`src/rtl/semi_pixel_serializer.sv`:
```
// Semigraphics scanline serializer: takes pre-decoded pattern/colour bytes over a
// valid/ready handshake, shifts them out one pixel per PixEn, and owns the cell row counter.
module semi_pixel_serializer #(
  parameter int BYTES_PER_LINE = 32,
  parameter int ROWS_PER_CELL  = 12
) (
  input  logic       Clk,
  input  logic       nReset,
  input  logic       PixEn,
  input  logic       LineStart,
  input  logic       FieldStart,
  input  logic [7:0] SData,
  input  logic [3:0] SColour,
  input  logic       DataValid,
  output logic       DataReady,
  output logic [3:0] Row,
  output logic [3:0] PixColour,
  output logic       PixActive,
  output logic       LineDone,
  output logic       Underrun
);

  localparam logic [7:0] BPL      = 8'(BYTES_PER_LINE);
  localparam logic [3:0] ROW_LAST = 4'(ROWS_PER_CELL - 1);

  typedef enum logic [1:0] {IDLE, FILL, ACTIVE} state_e;

  state_e     state_q, state_d;
  logic [7:0] shift_q, shift_d;
  logic [3:0] colour_q, colour_d;
  logic [7:0] hold_pat_q, hold_pat_d;
  logic [3:0] hold_col_q, hold_col_d;
  logic       hold_full_q, hold_full_d;
  logic [2:0] bit_cnt_q, bit_cnt_d;
  logic [7:0] fetch_cnt_q, fetch_cnt_d;
  logic [7:0] shown_cnt_q, shown_cnt_d;
  logic [3:0] row_q, row_d;
  logic       line_done_q, line_done_d;
  logic       underrun_q, underrun_d;
  logic       ready;
  logic       xfer;

  always_ff @(posedge Clk or negedge nReset) begin
    if (!nReset) begin
      state_q     <= IDLE;
      shift_q     <= '0;
      colour_q    <= '0;
      hold_pat_q  <= '0;
      hold_col_q  <= '0;
      hold_full_q <= 1'b0;
      bit_cnt_q   <= '0;
      fetch_cnt_q <= '0;
      shown_cnt_q <= '0;
      row_q       <= '0;
      line_done_q <= 1'b0;
      underrun_q  <= 1'b0;
    end else begin
      state_q     <= state_d;
      shift_q     <= shift_d;
      colour_q    <= colour_d;
      hold_pat_q  <= hold_pat_d;
      hold_col_q  <= hold_col_d;
      hold_full_q <= hold_full_d;
      bit_cnt_q   <= bit_cnt_d;
      fetch_cnt_q <= fetch_cnt_d;
      shown_cnt_q <= shown_cnt_d;
      row_q       <= row_d;
      line_done_q <= line_done_d;
      underrun_q  <= underrun_d;
    end
  end

  always_comb begin
    state_d     = state_q;
    shift_d     = shift_q;
    colour_d    = colour_q;
    hold_pat_d  = hold_pat_q;
    hold_col_d  = hold_col_q;
    hold_full_d = hold_full_q;
    bit_cnt_d   = bit_cnt_q;
    fetch_cnt_d = fetch_cnt_q;
    shown_cnt_d = shown_cnt_q;
    row_d       = row_q;
    line_done_d = 1'b0;
    underrun_d  = underrun_q;

    ready = (state_q == FILL) ||
            ((state_q == ACTIVE) && !hold_full_q && (fetch_cnt_q < BPL));
    xfer  = DataValid && ready;

    unique case (state_q)
      FILL: begin
        // First byte of the line bypasses the holding register
        if (xfer) begin
          shift_d     = SData;
          colour_d    = SColour;
          fetch_cnt_d = 8'd1;
          shown_cnt_d = 8'd1;
          bit_cnt_d   = 3'd0;
          state_d     = ACTIVE;
        end
      end
      ACTIVE: begin
        if (xfer) begin
          hold_pat_d  = SData;
          hold_col_d  = SColour;
          hold_full_d = 1'b1;
          fetch_cnt_d = fetch_cnt_q + 8'd1;
        end
        if (PixEn) begin
          shift_d   = {shift_q[6:0], 1'b0};
          bit_cnt_d = bit_cnt_q + 3'd1;
          if (bit_cnt_q == 3'd7) begin
            if (shown_cnt_q == BPL) begin
              state_d     = IDLE;
              line_done_d = 1'b1;
              row_d       = (row_q == ROW_LAST) ? 4'd0 : row_q + 4'd1;
            end else begin
              // A late byte landing on this same edge still fills holding for the next slot
              if (hold_full_q) begin
                shift_d     = hold_pat_q;
                colour_d    = hold_col_q;
                hold_full_d = xfer;
              end else begin
                shift_d    = 8'h00;
                colour_d   = 4'd0;
                underrun_d = 1'b1;
              end
              shown_cnt_d = shown_cnt_q + 8'd1;
            end
          end
        end
      end
      default: ;
    endcase

    if (FieldStart) begin
      row_d = 4'd0;
      if (!LineStart) state_d = IDLE;
    end

    // LineStart aborts any line in progress without touching the row
    if (LineStart) begin
      state_d     = FILL;
      fetch_cnt_d = 8'd0;
      shown_cnt_d = 8'd0;
      bit_cnt_d   = 3'd0;
      hold_full_d = 1'b0;
      underrun_d  = 1'b0;
      line_done_d = 1'b0;
      row_d       = FieldStart ? 4'd0 : row_q;
    end
  end

  assign DataReady = ready;
  assign PixActive = (state_q == ACTIVE);
  assign PixColour = (PixActive && shift_q[7]) ? colour_q : 4'd0;
  assign Row       = row_q;
  assign LineDone  = line_done_q;
  assign Underrun  = underrun_q;

endmodule

```
`config.mk`:
```
export PLATFORM = sky130hd
export DESIGN_NAME = semi_pixel_serializer
export DESIGN_NICKNAME = d
export VERILOG_FILES = /design/src/rtl/semi_pixel_serializer.sv
export SDC_FILE = /design/constraint.sdc
export NUM_CORES = 1
export LEC_CHECK = 0
export ABC_AREA = 1
export BUFFER_PORTS_ARGS = -buffer_cell sky130_fd_sc_hd__buf_2
export CAP_MARGIN = 20
export CORE_ASPECT_RATIO = 1.4
export CORE_MARGIN = 2
export CORE_UTILIZATION = 45
export CTS_BUF_LIST = sky130_fd_sc_hd__clkbuf_8 sky130_fd_sc_hd__clkbuf_16
export DETAILED_ROUTE_END_ITERATION = 7
export GPL_ROUTABILITY_DRIVEN = 0
export SLEW_MARGIN = 30
export SYNTH_ARGS = -nofsm -noshare
export SYNTH_HDL_FRONTEND = slang
export SYNTH_SLANG_ARGS = --single-unit
```
`constraint.sdc`:
```
create_clock -name Clk -period 2.9 [get_ports Clk]
set_input_delay 0.435 -clock Clk [delete_from_list [all_inputs] [get_ports Clk]]
set_output_delay 0.435 -clock Clk [all_outputs]
set_load 0.1 [all_outputs]
```
==> run_results.csv <==
group,metric,value,unit
outcome,outcome,"finished, final reports clean",
detailed_routing,vias_per_cell,5.033,
critical_path,path_class,"reg -> out",
job,cap_viol_max_count,0,
timing,setup_viol,0,
clock_tree,cts_buffers,5,
timing,timing.fmax,415.6,MHz
final_layout,fin_nets,468,
critical_path,cp_max_fo,11,
floorplanning,ios,30,
critical_path,endpoint,"DataReady",
floorplanning,die_area,7323,um2
clock_tree,tritoncts,"done",
timing,fin_crit,2406,ps
critical_path,reg2reg_from,"state_q[0]$_DFFE_PN0P_",
detailed_routing,wirelength,6310,um
detailed_routing,wl_per_cell,12.21,um
logic_synthesis,yosysTopAreaCell,"dfrtp_1",
logic_synthesis,ys_seq_area_share,43.51,%
power,p_per_area,525.9,nW/um2
critical_path,crit_required,2470,ps
final_layout,layout_commonest_cell,"nand2_1",
critical_path,rr_worst_depth,8,
floorplanning,floorplan.die.width,72.90,um
clock_tree,cts-root-buf,"clkbuf_8",
detailed_routing,drc,0,
critical_path,startpoint,"state_q[0]$_DFFE_PN0P_",
timing,drv_slew,0,
logic_synthesis,ys_warn_count,0,
global_routing,grt_pass1_wl,10790,um
timing,skew,9.386,ps
logic_synthesis,synthTopCellsByArea,"dfrtp_1 (44%), nand2_1 (14%), inv_1 (7.8%)",
floorplanning,rows,35,
detailed_routing,num_vias,2602,
timing,worst_slack,494.1,ps
detailed_routing,first_iter_violations,158,
power,leakagePower,0.001734,uW
timing,tns,0,ps
detailed_routing,detail-route-antenna-nets,0,
floorplanning,core,6525,um2
global_routing,grt_pass1_vias,2395,
detailed_routing,dr.pass1.iters,4,
final_layout,syn_to_final_growth,10.67,%
logic_synthesis,yosysUniqueCellTypes,28,
floorplanning,die_h,100.5,um
logic_synthesis,avgSynthCellArea,7.206,um2
global_routing,grt_max_degree,29,
clock_tree,ctsHoldBuffers,0,
worst_hold_path,hold_class,"in -> async",
timing,worstMarginPinSlew,654.6,ps
logic_synthesis,ys_ff_latch,52,
clock_tree,clk_latency,300,ps
logic_synthesis,syn_area,2990,um2
critical_path,critPathLaunchType,"flip-flop",
critical_path,reg2reg_slack,900,ps
place,post-place-ws,809.5,ps
clock_tree,cts-resized-gates,0,
logic_synthesis,syn_nets,441,
place,dp_hpwl,4606,um
final_layout,final_layout_size_suffix_gt1_share,13.32,%
clock_tree,htree_levels,2,
final_layout,most-common-layout-cells,"nand2_1 (114), inv_1 (63), dfrtp_1 (52)",
logic_synthesis,postSynthCellCount,415,
floorplanning,start_util,45.83,%
power,vdd_drop_max,0.2291,mV
clock_tree,cts.clk_slew.worst_paths,90,ps
final_layout,n_antenna_cell,0,
logic_synthesis,yosysTopAreaCellShare,43.51,%
timing,slew_headroom,56.36,%
clock_tree,cts_sinks,52,
global_routing,grt_usage,18.50,%
timing,hold_slack,145.0,ps
critical_path,end_kind,"primary output",
critical_path,cp.arrival,1970,ps
global_routing,overflow,0,
clock_tree,cts_setup_buffers,0,
global_routing,antenna_found_initial,0,
place,port_buffers,29,
final_layout,final_core_util,50.72,%
clock_tree,max-clock-path-buffers,2,
power,total_power,1741,uW
timing,post-route-period-util,82.96,%
timing,hold_viol_final,0,
timing,rsz0062_at_grt,"no",
critical_path,timing.rr.end,"hold_pat_q[0]$_DFFE_PN0P_",
[critical path, stage by stage (launching register included)]
cell     delay (ps)
dfrtp_1         410
inv_1            70
ha_2            320
buf_4           220
nand4_1          90
nand2_1         120
buf_2           440
[synth_stat cells (all sizes together)]
cell,number
xor2,2
ha,8
nor3,2
clkbuf,3
buf,10
dfrtp,52
mux2i,1
nand4,9
a22oi,1
or2,1
nand3,34
o21ai,40
nand3b,2
nand2,118
inv,64
a21oi,16
o21bai,3
nor3b,1
nor2,48
[cells by family after synthesis]
family | count (synthesis) | synth area share, %
AND/OR/NAND/NOR | 215 | 31.30
buffers and inverters | 77 | 10.54
AO/OA/AOI/OAI | 60 | 10.38
flip-flops | 52 | 43.51
adder cells (fa/ha/maj) | 8 | 3.347
XOR/XNOR | 2 | 0.5859
multiplexers | 1 | 0.3347
[power breakdown]
part | total [uW] | switching [uW] | internal (uW)
registers | 907 | 46.5 | 860
clock network | 433 | 241 | 191
logic | 401 | 280 | 121
[metrics by stage]
stage                     area (um2)  std cells
after global placement          3216        509
after CTS                       3309        517
after detailed placement        3216        509
final                           3309        517
after global routing            3309        517
after floorplan                 3023        415
[registers in the layout, indices dropped and copies added (netlist names), 2 cells and up]
signal,cells
state_q,2
hold_col_q,4
shown_cnt_q,8
fetch_cnt_q,8
shift_q,8
bit_cnt_q,3
hold_pat_q,8
Row,4
colour_q,4
[worst min-delay path by stage]
stage	from	end	cells after the start
after floorplan	nReset	LineDone$_DFF_PN0_	0
after global placement	colour_q[0]$_DFFE_PN0P_	colour_q[0]$_DFFE_PN0P_	2
after detailed placement	bit_cnt_q[1]$_DFFE_PN0P_	bit_cnt_q[1]$_DFFE_PN0P_	2
after CTS	nReset	shown_cnt_q[3]$_DFFE_PN0P_	1
after global routing	nReset	shown_cnt_q[3]$_DFFE_PN0P_	1
final	nReset	shown_cnt_q[3]$_DFFE_PN0P_	1
[layer usage]
layer / wire length (um) / vias up / global-route usage (%)
li1: - / 1357 / -
met1: 2917 / 1209 / 23.54
met2: 3196 / 31 / 32.52
met3: 127 / 5 / 2.800
met4: 68 / 0 / 4.701
met5: 0 / - / 0
[layout make-up]
| type | count | area [um2] |
|---|---|---|
| Clock inverter | 2 | 11.26 |
| Timing Repair Buffer | 33 | 175.2 |
| Inverter | 64 | 240.2 |
| Clock buffer | 6 | 82.58 |
| Tap cell | 74 | 92.59 |
| Sequential cell | 52 | 1301 |
| Multi-Input combinational cell | 286 | 1406 |
| Fill cell | 659 | 3216 |
Note: power is estimated with default switching activity, not from simulation.
